==> src/rtl/lfsr_prbs_gen.sv <==
// Parametrised PRBS generator: Fibonacci or Galois LFSR, OUT_WIDTH bits per
// cycle through a valid/ready output register, with seed, wrap and word tracking.
module lfsr_prbs_gen #(
  parameter int unsigned       DEGREE    = 7,
  parameter logic [DEGREE-1:0] FIB_TAPS  = 7'h41,
  parameter logic [DEGREE-1:0] GAL_TAPS  = 7'h03,
  parameter int unsigned       OUT_WIDTH = 1
) (
  input  logic                 Clk_CI,
  input  logic                 Rst_RI,
  input  logic                 Run_SI,
  input  logic                 SeedWr_SI,
  input  logic [DEGREE-1:0]    Seed_DI,
  input  logic                 Mode_SI,
  input  logic                 Ready_SI,
  output logic [OUT_WIDTH-1:0] Out_DO,
  output logic                 Valid_SO,
  output logic [DEGREE-1:0]    State_DO,
  output logic                 ZeroSeed_SO,
  output logic                 SeqWrap_SO,
  output logic [DEGREE-1:0]    WordCnt_DO
);

  typedef enum logic {
    MODE_FIB = 1'b0,
    MODE_GAL = 1'b1
  } mode_e;

  localparam logic [DEGREE-1:0] ONE = DEGREE'(1);

  logic [DEGREE-1:0]    state_q, state_d;
  logic [DEGREE-1:0]    seed_q, seed_d;
  logic [DEGREE-1:0]    cnt_q, cnt_d;
  mode_e                mode_q, mode_d;
  logic [OUT_WIDTH-1:0] out_q, out_d;
  logic                 valid_q, valid_d;
  logic                 zero_q, zero_d;
  logic                 wrap_q, wrap_d;

  logic [DEGREE-1:0]    step_state;
  logic [OUT_WIDTH-1:0] word;
  logic [DEGREE-1:0]    seed_eff;
  logic                 adv;

  // OUT_WIDTH chained single steps; each new bit enters at the top and is
  // shifted down, so after the last step bit 0 holds the oldest output bit.
  always_comb begin
    step_state = state_q;
    word       = '0;
    for (int unsigned k = 0; k < OUT_WIDTH; k++) begin
      word = OUT_WIDTH'({step_state[DEGREE-1], word} >> 1);
      if (mode_q == MODE_GAL) begin
        step_state = {step_state[DEGREE-2:0], 1'b0} ^
                     (step_state[DEGREE-1] ? GAL_TAPS : '0);
      end else begin
        step_state = {step_state[DEGREE-2:0], ^(step_state & FIB_TAPS)};
      end
    end
  end

  assign seed_eff = (Seed_DI == '0) ? ONE : Seed_DI;
  assign adv      = Run_SI && (!valid_q || Ready_SI) && !SeedWr_SI;

  always_comb begin
    state_d = state_q;
    seed_d  = seed_q;
    mode_d  = mode_q;
    cnt_d   = cnt_q;
    out_d   = out_q;
    valid_d = valid_q;
    zero_d  = zero_q;
    wrap_d  = 1'b0;
    if (SeedWr_SI) begin
      state_d = seed_eff;
      seed_d  = seed_eff;
      mode_d  = mode_e'(Mode_SI);
      valid_d = 1'b0;
      cnt_d   = '0;
      zero_d  = (Seed_DI == '0);
    end else if (adv) begin
      out_d   = word;
      valid_d = 1'b1;
      state_d = step_state;
      cnt_d   = cnt_q + ONE;
      wrap_d  = (step_state == seed_q);
    end else if (valid_q && Ready_SI) begin
      valid_d = 1'b0;
    end
  end

  always_ff @(posedge Clk_CI) begin
    if (Rst_RI) begin
      state_q <= ONE;
      seed_q  <= ONE;
      mode_q  <= MODE_FIB;
      cnt_q   <= '0;
      out_q   <= '0;
      valid_q <= 1'b0;
      zero_q  <= 1'b0;
      wrap_q  <= 1'b0;
    end else begin
      state_q <= state_d;
      seed_q  <= seed_d;
      mode_q  <= mode_d;
      cnt_q   <= cnt_d;
      out_q   <= out_d;
      valid_q <= valid_d;
      zero_q  <= zero_d;
      wrap_q  <= wrap_d;
    end
  end

  assign Out_DO      = out_q;
  assign Valid_SO    = valid_q;
  assign State_DO    = state_q;
  assign ZeroSeed_SO = zero_q;
  assign SeqWrap_SO  = wrap_q;
  assign WordCnt_DO  = cnt_q;

endmodule

==> config.mk <==
export PLATFORM = sky130hd
export DESIGN_NAME = lfsr_prbs_gen
export DESIGN_NICKNAME = d
export VERILOG_FILES = /design/src/rtl/lfsr_prbs_gen.sv
export SDC_FILE = /design/constraint.sdc
export NUM_CORES = 1
export LEC_CHECK = 0
export ABC_AREA = 0
export BUFFER_PORTS_ARGS = -buffer_cell sky130_fd_sc_hd__buf_2
export CORE_ASPECT_RATIO = 1.5
export CORE_MARGIN = 2
export CORE_UTILIZATION = 45
export CTS_CLUSTER_DIAMETER = 200
export DETAILED_ROUTE_END_ITERATION = 12
export GPL_ROUTABILITY_DRIVEN = 0
export GPL_TIMING_DRIVEN = 0
export PLACE_DENSITY = 0.81
export SYNTH_ARGS = -nofsm -noshare
export SYNTH_HDL_FRONTEND = slang
export SYNTH_SLANG_ARGS = --single-unit
==> constraint.sdc <==
create_clock -name Clk_CI -period 1.8 [get_ports Clk_CI]
set_input_delay 0.36 -clock Clk_CI [delete_from_list [all_inputs] [get_ports Clk_CI]]
set_output_delay 0.36 -clock Clk_CI [all_outputs]
set_load 0.005 [all_outputs]
==> results.py <==
metrics = {
    "run_status": {
        "status": "finished clean",
    },
    "timing": {
        "slew_headroom_pct": 68.8,
        "finalHoldViolCount": 0,
        "drv_slew": 0,
        "tightest_slew_ns": 0.468,
        "setup-tns-final_ns": 0,
        "fmax_mhz": 656,
        "layout_setup_ws_ns": 0.276,
        "finalSetupViolations": 0,
        "period_minus_slack_ns": 1.52,
        "fin_crit_sh_pct": 84.7,
        "fin_worst_skew_ns": 0.00267,
        "rsz0062_at_grt": "false",
    },
    "placed_design": {
        "place_ws_ns": 0.159,
        "portBuffers": 28,
        "hpwl_mm": 2.12,
        "placed_cells": 204,
        "place_area_um2": 1400,
    },
    "yosys": {
        "syn_nets": 153,
        "syn-cell-area_um2": 1220,
        "yosysWarnings": 0,
        "synth_cell_type_count": 32,
        "avgSynthCellArea_um2": 8.75,
        "ys_ff_latch": 26,
        "synthCells": 139,
        "yosysSeqAreaShare_pct": 42.8,
    },
    "route": {
        "wl_per_cell_um": 13.7,
        "drc": 0,
        "totalWireLength_mm": 2.85,
        "vias": 1105,
        "drt_iter0_markers": 24,
        "ant_nets": 0,
        "vias_per_cell": 5.31,
        "drt_first_pass_iters": 4,
    },
    "floorplanning": {
        "dieWidth_um": 46.4,
        "die_y_um": 67.7,
        "fp.dieArea_um2": 3140,
        "initial_core_util_pct": 46.4,
        "row_count": 23,
        "coreArea_um2": 2620,
        "pin_count": 31,
    },
    "setup_path": {
        "timing.critical_path.buf_inv": 0,
        "crit_chain": "nand2b_1 -> nand2_1 -> nor4_1 -> o221a_2",
        "slowest_stage": "nor4_1",
        "worstSetupEndpointType": "flip-flop",
        "startpoint_type": "flip-flop",
        "required_ns": 2.03,
        "critPathTopFamily": "simple AND/OR/NAND/NOR gates",
        "cpPeakStageDelay_ns": 0.42,
        "crit_arrival_ns": 1.75,
        "cp_max_fo": 10,
        "crit_type": "flip-flop to flip-flop",
    },
    "global_route": {
        "grt_max_degree": 15,
        "grt_pass1_vias": 1041,
        "grt_first_pass_wirelength_mm": 4.62,
        "antenna_found_initial": 0,
        "grt_remaining_overflow": 0,
        "grt_use_total_pct": 20.3,
    },
    "power": {
        "leakage_nw": 0.644,
        "power_density_nw_per_um2": 807,
        "vdd_drop_max_uv": 530,
    },
    "clock_network": {
        "cts_tree": "done",
        "ctsResizeCount": 0,
        "clock_path_buffers": 2,
        "clock_latency_ns": 0.28,
        "root_buffer": "clkbuf_8",
        "cts_sinks": 26,
        "htreeDepth": 1,
        "clk_pin_slew_ns": 0.09,
        "postCtsHoldBufs": 0,
        "cts_setup_buffers": 0,
        "cts_buffers": 3,
    },
    "cells_and_area": {
        "mostFrequentLayoutCells": "28 x buf_2, 26 x dfxtp_1, 12 x nor2_1",
        "drive_gt1_share_pct": 21.6,
        "syn2layout_area_growth_pct": 19.9,
        "fin_area_um2": 1460,
        "layout_commonest_cell": "buf_2",
        "stdcell_count": 208,
        "nNetsFinal": 186,
        "diodes": 0,
    },
    "flow_run": {
        "cap_violations": 0,
    },
    "hold_path": {
        "holdCritPathClass": "input pin to flip-flop",
    },
}
## cell families (layout without fill, tap and decap cells)
logic type / count (synthesis) / after routing / synth area share [%]
AO/OA/AOI/OAI: 26 / 26 / 13.3
XOR/XNOR: 11 / 11 / 7.92
adder cells (fa/ha/maj): 2 / 2 / 1.85
buffers and inverters: 12 / 44 / 4.32
flip-flops: 26 / 26 / 42.8
multiplexers: 7 / 7 / 5.86
AND/OR/NAND/NOR: 55 / 55 / 24.0
## flip-flops by register name (all words and copies together), names as in the netlist
signal / count
State_DO: 7
WordCnt_DO: 7
seed_q: 7
Out_DO: 1
SeqWrap_SO: 1
Valid_SO: 1
ZeroSeed_SO: 1
mode_q: 1
## report_power, final
| part | internal [mW] | leakage (nW) | switching (mW) |
|---|---|---|---|
| sequential | 0.601 | 0.213 | 0.0275 |
| clock | 0.196 | 0.0288 | 0.193 |
| combinational | 0.0744 | 0.401 | 0.0848 |
| total | 0.872 | 0.644 | 0.305 |
## final cells by class
cell class	instances	area, µm²
Multi-Input combinational cell	101	643
Tap cell	37	46.3
Inverter	3	11.3
Sequential cell	26	520
Clock buffer	4	55.1
Fill cell	250	1160
Timing Repair Buffer	28	140
Buffer	9	41.3
## routing by layer
metal	global-route usage [%]	vias to the layer above	wire length (µm)
met4	10.4	0	78
met5	0	-	0
met3	3.48	9	204
met1	22.8	492	1110
met2	35.2	49	1450
li1	-	555	-
## through the flow
stage               hold WS [ns]  power [mW]  util, %
global route               0.362        1.22     55.7
finish                     0.332        1.18     55.7
floorplan                  0.470       0.740        -
global placement           0.462       0.791     53.6
CTS                        0.338        1.17     55.7
detailed placement         0.481       0.799     53.6
## synth_stat cells
cell type	count	area share, %
nand4b_1	1	0.72
or2_2	1	0.51
inv_1	3	0.93
ha_1	1	1.0
a211oi_1	5	3.1
nor4_1	3	1.5
nor2_1	12	3.7
a221oi_1	1	0.72
nand3_1	3	1.2
o21ai_0	7	2.9
mux2_2	1	0.93
xnor2_1	3	2.2
nand2b_1	2	1.0
o211ai_1	1	0.62
and3b_1	1	0.72
mux2i_1	6	4.9
a21oi_1	8	3.3
maj3_1	1	0.82
buf_6	1	0.93
o22ai_1	2	1.0
a31o_2	1	0.72
nor4b_1	1	0.72
nand4_1	3	1.5
nor3_1	5	2.1
or3_1	2	1.0
o221a_2	1	0.93
nand2_1	8	2.5
xor2_1	8	5.8
and3_1	7	3.6
nor2b_1	6	3.1
clkbuf_1	8	2.5
dfxtp_1	26	43
## worst paths after layout
kind | slack (ns) | cells past startpoint | end | start
min reg2reg | 0.49 | 2 | WordCnt_DO[6] | WordCnt_DO[6]
min | 0.33 | 3 | mode_q | Mode_SI
max | 0.28 | 4 | SeqWrap_SO | Valid_SO
max reg2reg | 0.28 | 4 | SeqWrap_SO | Valid_SO
## worst min-delay path, cell delays in order
cell,delay [ns]
buf_2,0.08
mux2i_1,0.06
nor2_1,0.08
Power figures use the tool's default switching activity.
